<file path="src/rtl/wb_arb_pkg.sv">
// Shared constants for the two-master Wishbone arbiter: FSM state encoding,
// one-hot grant values and the default abort timeout.
package wb_arb_pkg;

    localparam logic [1:0] ST_IDLE  = 2'd0;
    localparam logic [1:0] ST_GNT0  = 2'd1;
    localparam logic [1:0] ST_GNT1  = 2'd2;
    localparam logic [1:0] ST_ABORT = 2'd3;

    localparam logic [1:0] GRANT_NONE = 2'b00;
    localparam logic [1:0] GRANT_M0   = 2'b01;
    localparam logic [1:0] GRANT_M1   = 2'b10;

    localparam int DEFAULT_TIMEOUT = 255;

endpackage

</file>
<file path="src/rtl/wb_arb_timeout.sv">
// Stall counter for the arbiter: counts strobe cycles without an ack and
// flags expiry when the count reaches timeout_cycles. Only exists when
// WB_ARBITER_TIMEOUT_EN is defined, since the arbiter instantiates it only then.
`ifdef WB_ARBITER_TIMEOUT_EN
module wb_arb_timeout
    import wb_arb_pkg::*;
#(
    parameter int timeout_cycles = DEFAULT_TIMEOUT
) (
    input  logic clk,
    input  logic rst_n,
    input  logic clear,
    input  logic count_en,
    output logic expired
);

    localparam int cnt_width = (timeout_cycles > 255) ? 16 : 8;

    logic [cnt_width-1:0] count;

    assign expired = (count == cnt_width'(timeout_cycles));

    // Saturating up-count of stalled strobe cycles; clear has priority.
    always_ff @(posedge clk or negedge rst_n) begin
        if (!rst_n) begin
            count <= '0;
        end else if (clear) begin
            count <= '0;
        end else if (count_en && !expired) begin
            count <= count + 1'b1;
        end
    end

endmodule
`endif

</file>
<file path="src/rtl/wb_arbiter_2m.sv">
// Two-master / one-slave Wishbone arbiter with round-robin grant locked for
// the whole bus cycle. Optional stall timeout with abort is enabled by the
// WB_ARBITER_TIMEOUT_EN macro; without it err outputs are tied low.
//
//   state    | meaning
//   ---------+-----------------------------------------------------------
//   ST_IDLE  | no owner, arbitrating between cyc&stb requests
//   ST_GNT0  | master 0 owns the slave until it drops cyc
//   ST_GNT1  | master 1 owns the slave until it drops cyc
//   ST_ABORT | timed-out owner cut off from slave, waiting for its cyc to drop
module wb_arbiter_2m
    import wb_arb_pkg::*;
#(
    parameter int addr_width     = 64,
    parameter int data_width     = 64,
    parameter int sel_width      = 8,
    parameter int timeout_cycles = DEFAULT_TIMEOUT
) (
    input  logic                  sys_clock_i,
    input  logic                  sys_reset_i,

    input  logic                  wbm0_cycle_i,
    input  logic                  wbm0_strobe_i,
    input  logic                  wbm0_we_i,
    input  logic [addr_width-1:0] wbm0_addr_i,
    input  logic [data_width-1:0] wbm0_data_i,
    input  logic [sel_width-1:0]  wbm0_sel_i,
    output logic [data_width-1:0] wbm0_data_o,
    output logic                  wbm0_ack_o,
    output logic                  wbm0_err_o,

    input  logic                  wbm1_cycle_i,
    input  logic                  wbm1_strobe_i,
    input  logic                  wbm1_we_i,
    input  logic [addr_width-1:0] wbm1_addr_i,
    input  logic [data_width-1:0] wbm1_data_i,
    input  logic [sel_width-1:0]  wbm1_sel_i,
    output logic [data_width-1:0] wbm1_data_o,
    output logic                  wbm1_ack_o,
    output logic                  wbm1_err_o,

    output logic                  wbs_cycle_o,
    output logic                  wbs_strobe_o,
    output logic                  wbs_we_o,
    output logic [addr_width-1:0] wbs_addr_o,
    output logic [data_width-1:0] wbs_data_o,
    output logic [sel_width-1:0]  wbs_sel_o,
    input  logic [data_width-1:0] wbs_data_i,
    input  logic                  wbs_ack_i,

    output logic [1:0]            arb_grant_o
);

    logic [1:0] state;
    logic [1:0] state_next;
    logic       favour_m1;
    logic       req0;
    logic       req1;

    assign req0 = wbm0_cycle_i & wbm0_strobe_i;
    assign req1 = wbm1_cycle_i & wbm1_strobe_i;

`ifdef WB_ARBITER_TIMEOUT_EN
    logic expired;
    logic timeout_hit;
    logic in_gnt;
    logic grant_start;
    logic cnt_clear;
    logic cnt_en;
    logic abort_owner;

    assign in_gnt      = (state == ST_GNT0) | (state == ST_GNT1);
    assign grant_start = (state_next != state) &
                         ((state_next == ST_GNT0) | (state_next == ST_GNT1));
    // Held clear outside a grant so a direct hand-over starts from zero too.
    assign cnt_clear   = ~in_gnt | wbs_ack_i | grant_start;
    assign cnt_en      = in_gnt & wbs_strobe_o & ~wbs_ack_i;
    // A late ack in the expiry cycle wins, so ack and err never coincide.
    assign timeout_hit = expired & ~wbs_ack_i;

    wb_arb_timeout #(
        .timeout_cycles(timeout_cycles)
    ) u_timeout (
        .clk      (sys_clock_i),
        .rst_n    (sys_reset_i),
        .clear    (cnt_clear),
        .count_en (cnt_en),
        .expired  (expired)
    );

    // Remember which master was last granted so ABORT knows whose cyc to watch.
    always_ff @(posedge sys_clock_i or negedge sys_reset_i) begin
        if (!sys_reset_i) begin
            abort_owner <= 1'b0;
        end else if (state == ST_GNT0) begin
            abort_owner <= 1'b0;
        end else if (state == ST_GNT1) begin
            abort_owner <= 1'b1;
        end
    end

    assign wbm0_err_o = (state == ST_GNT0) & timeout_hit;
    assign wbm1_err_o = (state == ST_GNT1) & timeout_hit;
`else
    logic [31:0] unused_timeout;

    assign unused_timeout = timeout_cycles;
    assign wbm0_err_o     = 1'b0;
    assign wbm1_err_o     = 1'b0;
`endif

    // Next-state: arbitrate in IDLE, hold the grant while the owner's cyc is high.
    always_comb begin
        state_next = state;
        case (state)
            ST_IDLE: begin
                if (req0 && (!req1 || !favour_m1)) begin
                    state_next = ST_GNT0;
                end else if (req1) begin
                    state_next = ST_GNT1;
                end
            end
            ST_GNT0: begin
`ifdef WB_ARBITER_TIMEOUT_EN
                if (timeout_hit) begin
                    state_next = ST_ABORT;
                end else
`endif
                if (!wbm0_cycle_i) begin
                    state_next = req1 ? ST_GNT1 : ST_IDLE;
                end
            end
            ST_GNT1: begin
`ifdef WB_ARBITER_TIMEOUT_EN
                if (timeout_hit) begin
                    state_next = ST_ABORT;
                end else
`endif
                if (!wbm1_cycle_i) begin
                    state_next = req0 ? ST_GNT0 : ST_IDLE;
                end
            end
            ST_ABORT: begin
`ifdef WB_ARBITER_TIMEOUT_EN
                if (!abort_owner && !wbm0_cycle_i) begin
                    state_next = req1 ? ST_GNT1 : ST_IDLE;
                end else if (abort_owner && !wbm1_cycle_i) begin
                    state_next = req0 ? ST_GNT0 : ST_IDLE;
                end
`else
                // Unreachable without the timeout; recover to IDLE.
                state_next = ST_IDLE;
`endif
            end
        endcase
    end

    // State register; the pointer flips to favour the other master on each new grant.
    always_ff @(posedge sys_clock_i or negedge sys_reset_i) begin
        if (!sys_reset_i) begin
            state     <= ST_IDLE;
            favour_m1 <= 1'b0;
        end else begin
            state <= state_next;
            if (state_next == ST_GNT0 && state != ST_GNT0) begin
                favour_m1 <= 1'b1;
            end else if (state_next == ST_GNT1 && state != ST_GNT1) begin
                favour_m1 <= 1'b0;
            end
        end
    end

    // Request/response mux: owner's signals pass straight through, everyone else sees zeros.
    always_comb begin
        wbs_cycle_o  = 1'b0;
        wbs_strobe_o = 1'b0;
        wbs_we_o     = 1'b0;
        wbs_addr_o   = '0;
        wbs_data_o   = '0;
        wbs_sel_o    = '0;
        wbm0_ack_o   = 1'b0;
        wbm0_data_o  = '0;
        wbm1_ack_o   = 1'b0;
        wbm1_data_o  = '0;
        arb_grant_o  = GRANT_NONE;
        case (state)
            ST_GNT0: begin
                wbs_cycle_o  = wbm0_cycle_i;
                wbs_strobe_o = wbm0_strobe_i;
                wbs_we_o     = wbm0_we_i;
                wbs_addr_o   = wbm0_addr_i;
                wbs_data_o   = wbm0_data_i;
                wbs_sel_o    = wbm0_sel_i;
                wbm0_ack_o   = wbs_ack_i;
                wbm0_data_o  = wbs_data_i;
                arb_grant_o  = GRANT_M0;
            end
            ST_GNT1: begin
                wbs_cycle_o  = wbm1_cycle_i;
                wbs_strobe_o = wbm1_strobe_i;
                wbs_we_o     = wbm1_we_i;
                wbs_addr_o   = wbm1_addr_i;
                wbs_data_o   = wbm1_data_i;
                wbs_sel_o    = wbm1_sel_i;
                wbm1_ack_o   = wbs_ack_i;
                wbm1_data_o  = wbs_data_i;
                arb_grant_o  = GRANT_M1;
            end
            default: begin
            end
        endcase
    end

endmodule
</file>
<file path="config.mk">
export PLATFORM = sky130hd
export DESIGN_NAME = wb_arbiter_2m
export DESIGN_NICKNAME = d
export VERILOG_FILES = /design/src/rtl/wb_arb_pkg.sv /design/src/rtl/wb_arb_timeout.sv /design/src/rtl/wb_arbiter_2m.sv
export SDC_FILE = /design/constraint.sdc
export NUM_CORES = 1
export LEC_CHECK = 0
export CORE_AREA = 2 2 241 243
export DETAILED_ROUTE_END_ITERATION = 6
export DIE_AREA = 0 0 243 245
export PLACE_DENSITY_LB_ADDON = 0.1
export SLEW_MARGIN = 20
export SYNTH_ARGS = -nofsm -noshare
export SYNTH_HDL_FRONTEND = slang
export SYNTH_HIERARCHICAL = 1
export SYNTH_SLANG_ARGS = --single-unit
</file>
<file path="constraint.sdc">
create_clock -name sys_clock_i -period 1.58 [get_ports sys_clock_i]
set_input_delay 0.158 -clock sys_clock_i [delete_from_list [all_inputs] [get_ports sys_clock_i]]
set_output_delay 0.158 -clock sys_clock_i [all_outputs]
set_load 0.1 [all_outputs]
</file>
---- Word-level counts from Yosys, hierarchy flattened ----
Index checks and enable logic that the tools add are counted.
word-level totals
  flip-flop bits (word level) ............. 3
  input port bits ......................... 345
operators by class
  eq/ne operators ......................... 7
  muxes and demuxes ....................... 20
  bitwise logic cells ..................... 2
  reduce and logical (&&, ||, !) cells .... 8
operators with widths
  operator              count
  $pmux W64 S2          2
  $mux W64              2
  $pmux W8 S2           1
  $mux W2               5
  $pmux W2 S4           1
  $eq A2 B2 Y1 const B  3
  $pmux W1 S2           3
  $mux W1               5
  $eq A2 B1 Y1 const B  2
  $pmux W2 S2           1
  $logic_and A1 B1 Y1   3
  $and A1 B1 Y1         2
  $logic_not A1 Y1      2
  $logic_not A2 Y1      1
  $ne A2 B1 Y1 const B  1
  $ne A2 B2 Y1 const B  1
  $reduce_bool A2 Y1    1
  $logic_or A1 B1 Y1    1

---- Longest topological paths before layout ----
  depth in word-level cells ............... 10
  depth in mapped cells ................... 7

---- Worst setup path before layout ----
OpenSTA, ideal clock, no wires.
  path kind ............................... register to output
  start point ............................. register state[1]
  end point ............................... output port wbs_addr_o[41]
  data arrival time ....................... 3.299 ns
  data required time ...................... 1.422 ns
  slack ................................... -1.877 ns
  cell stages (with the launch flop) ...... 8
  path buffers ............................ 3
  cells stage by stage .................... dfrtp_1 -> inv_1 -> ha_1 -> buf_6 -> buf_2 -> buf_2 -> a22oi_1 -> nor2b_1
on the way
  longest elaborated chain between the ends .. 2
RTL lines
  element                                              RTL line              text
  start, declared                                      wb_arbiter_2m.sv:54   logic [1:0] state;
  start signal, assigned                               wb_arbiter_2m.sv:164  state <= state_next;
  $eq A2 B2 Y1 / $eq A2 B1 Y1 (equally long branches)  wb_arbiter_2m.sv:186  case (state)
  $pmux W64 S2 (*)                                     wb_arbiter_2m.sv:186
  end, declared                                        wb_arbiter_2m.sv:45   output logic [addr_width-1:0] wbs_addr_o,
Every way passes the cells marked *; elsewhere a longest branch is shown, timed or not.

---- Worst setup path in the final report ----
  start point ............................. register state[0]
  end point ............................... output port wbs_data_o[44]
on the way
  longest elaborated chain between the ends .. 2
RTL lines
  element                                              RTL line              text
  $eq A2 B2 Y1 / $eq A2 B1 Y1 (equally long branches)  wb_arbiter_2m.sv:186
  $pmux W64 S2 (*)                                     wb_arbiter_2m.sv:186
  end, declared                                        wb_arbiter_2m.sv:46   output logic [data_width-1:0] wbs_data_o,
Marked as above.

==> run summary <==
The global-route congestion overflow total is 0, and the post-route fraction of the period consumed by the critical path is 127%. The placeable core region was 57000 um^2. The flop and latch count out of synthesis was 3. The met3 wire length was 3.94 mm; the post-detailed-route DRC marker count was 0. The run gives 22.4 mm as the met2 wire length. The tools report the max-slew violation count as 0. The run gives 0 as the max capacitance violation total.

For the number of nets in the finished design, the log shows 1541. Summing all multi-input logic gate instances after layout gives 4990 um^2. The level count of the clock H-tree was 1.

Detailed placement finished with a half-perimeter wire length of 33.8 mm. In the final layout, flip-flops and latches occupy 75.1 um^2. In this run the remaining antenna-violating nets after routing total 0. Averaged over all synthesized cells, the footprint is 6.56 um^2. Number of flops mapped to enable cells by yosys: 0. The DRC violation total after the first TritonRoute iteration was 145; the post-synthesis cell type count was 25.

After synthesis, the most frequently instantiated cells are sky130_fd_sc_hd__a22oi_1 (138), sky130_fd_sc_hd__nor2b_1 (138), sky130_fd_sc_hd__and2_1 (131). The initial core utilization was 5.76%; the layout filler cell count was 5863. The path class of the tightest hold or removal check is input port to async pin. For the die area, the log shows 59500 um^2. The tightest hold path in the finished design has a slack of 0.120 ns. The detailed router placed 6753 vias in this run.

During I/O placement, the number of pins put on the boundary was 618. For this run, the top clock speed supported by timing is 0.497 GHz. In this run the horizontal extent of the chip is 243 um.

The quantity of I/O buffers inserted on ports was 615. Counting every sink on the clock net gives 3. The longest clock path from root to sink contains 2 buffers.

The via count of the first global-routing pass was 7256. For the post-placement worst setup slack, the log shows -0.268 ns. In this design, the critical path's most frequently occurring cell is sky130_fd_sc_hd__buf_12. Entering global routing, the biggest net connects 26 pins.

In this run the worst path has a maximum fanout of 9. Uppermost signal routing layer after detailed routing: met5. For the final database, setup skew stands at 0.00197 ns.

At the worst endpoint, the arrival time is 1.85 ns. The number of endpoints failing setup at the final stage is 273. The post-layout worst setup margin is -0.433 ns, and the proportion of netlist area held by the largest area contributor is 31.5%. The clock input transition at the sequential cells of the worst setup and hold paths works out to 0.03 ns. The floorplan has 88 rows. For this run, the leading register cell type out of synthesis is sky130_fd_sc_hd__dfrtp_1.

Setup repair after global routing could not meet its margin everywhere. In this run the cell area measured after placement is 15400 um^2. The worst path needs 2.01 ns of the cycle, external delays included. Of the cells placed in the final design, the portion with a size suffix greater than 1 is 68.4%. The tools report the required time at the worst-slack endpoint as 1.42 ns. Routability-driven placement finished with a final weighted congestion of 0.831. The die is 245 um tall. The post-detailed-routing wire length came out at 40.1 mm. The cell family contributing the most delay on the critical path is buffers and inverters. On the critical path, the stage with the largest delay is an instance of sky130_fd_sc_hd__dfrtp_1. The final cell utilization of the core was 30.0%; the number of instances in the synthesized netlist was 501.

Sequential elements use 2.29% of the synthesized area. The hold-fix buffer count after cts was 0; the post-synthesis async set-or-reset flop share was 100%. Counting both buffers and inverters, the worst setup path holds a total of 5. Type of the setup path with the least slack: register to output pin.

The setup check on the worst reg-to-reg path leaves a slack of -0.20 ns. Traced cell by cell, the critical path runs through buf_6 > ha_4 > buf_12 > buf_16 > buf_12 > a22oi_2 > nor2b_4 > buf_12. The run gives 6 as the warning count from the yosys run. The finished cells cover 17100 um^2. The flow ran to the end, but the final reports show violations. Global routing consumed, over all layers together, 12.5% of the routing resources.

Number of antenna violations at the first check in global routing: 17. Source-to-sink clock delay at the later pin of the worst-skew pair: 0.22 ns. The buffer cell driving the clock tree root was sky130_fd_sc_hd__clkbuf_16. The number of buffers created by CTS was 3. TritonCTS built the clock tree. In the routed layout, each cell is associated on average with a via count of 3.44.

The worst setup path is launched from a register. The final count of hold timing violations was 0; the global-route wire length before repair was 54.0 mm. The cell area after technology mapping is 3280 um^2, and the wire length on met1 is 13.1 mm. Endpoint kind of the worst setup timing path: an output pin. The final reports fail on negative setup slack.

Dividing the detail-routed wire length by the instance count gives 20.4 um. Count of TritonRoute iterations in the first routing pass: 4. The delay of the slowest critical-path stage is 0.39 ns.

By area the synthesized netlist is led by sky130_fd_sc_hd__a22oi_1 (32%), sky130_fd_sc_hd__nor2b_1 (26%), sky130_fd_sc_hd__and2_1 (25%). The library cell with the largest summed area after synthesis was sky130_fd_sc_hd__a22oi_1. From synthesis to final layout, the design area changed by 421%.
flip-flops by register name, indices dropped and copies added (netlist names):
register,count
favour_m1,1
state,2
area by class of cell:
class	count	share of cell area, %
Clock buffer	4	0.461
Inverter	2	0.0439
Timing Repair Buffer	748	64.2
Tap cell	765	5.60
Antenna cell	8	0.117
Multi-Input combinational cell	434	29.2
Sequential cell	3	0.439
metal layers:
layer	vias up	global-route usage [%]
li1	3141	-
met1	3181	11.6
met2	387	25.0
met3	32	5.46
met4	12	2.63
met5	-	0
stage by stage:
step,TNS (ns),cells
after floorplan,-76.20,502
after global placement,-29.03,1901
after detailed placement,-30.24,1901
after CTS,-90.08,1944
after global routing,-99.49,1961
final,-82.74,1964
cells by family after synthesis:
group                      count (synthesis)  share of synthesized area (%)
AOI/OAI and AO/OA                        153                           35.1
adders and majority gates                  4                           1.52
buffers and inverters                     65                           8.72
DFF                                        3                           2.29
other                                      1                          0.114
and+or+nand+nor                          275                           52.2
cell usage in the layout (no fill, tap or decap), types with 3 or more instances in the layout:
master	netlist	final
sky130_fd_sc_hd__dfrtp_1	3	3
sky130_fd_sc_hd__ha_4	0	3
sky130_fd_sc_hd__a22oi_1	138	10
sky130_fd_sc_hd__and2_2	0	3
sky130_fd_sc_hd__buf_8	0	15
sky130_fd_sc_hd__a22oi_2	0	128
sky130_fd_sc_hd__a21oi_1	4	3
sky130_fd_sc_hd__nor2b_4	0	138
sky130_fd_sc_hd__diode_2	0	8
sky130_fd_sc_hd__buf_6	1	35
sky130_fd_sc_hd__clkdlybuf4s50_1	0	344
sky130_fd_sc_hd__buf_16	0	13
sky130_fd_sc_hd__buf_4	2	26
sky130_fd_sc_hd__clkbuf_16	0	11
sky130_fd_sc_hd__and2_4	0	128
sky130_fd_sc_hd__buf_12	0	306
what timing repair did:
action                     4_1_cts  5_1_grt
buffers inserted                30        9
pin swaps                        6        7
gates cloned                    11        9
resized for setup              147       30
setup endpoints to repair      273      273
worst paths after layout:
kind	start	to	cells after the start
max in group asynchronous	sys_reset_i	favour_m1	1
setup reg to reg	state[0]	favour_m1	9
setup / recovery	state[0]	wbs_data_o[44]	8
min in group sys_clock_i	favour_m1	favour_m1	2
hold reg to reg	favour_m1	favour_m1	2
hold / removal	sys_reset_i	state[1]	1
Power is not shown: default switching activity piles up to over one toggle a cycle in this logic, so the estimate is an artifact.
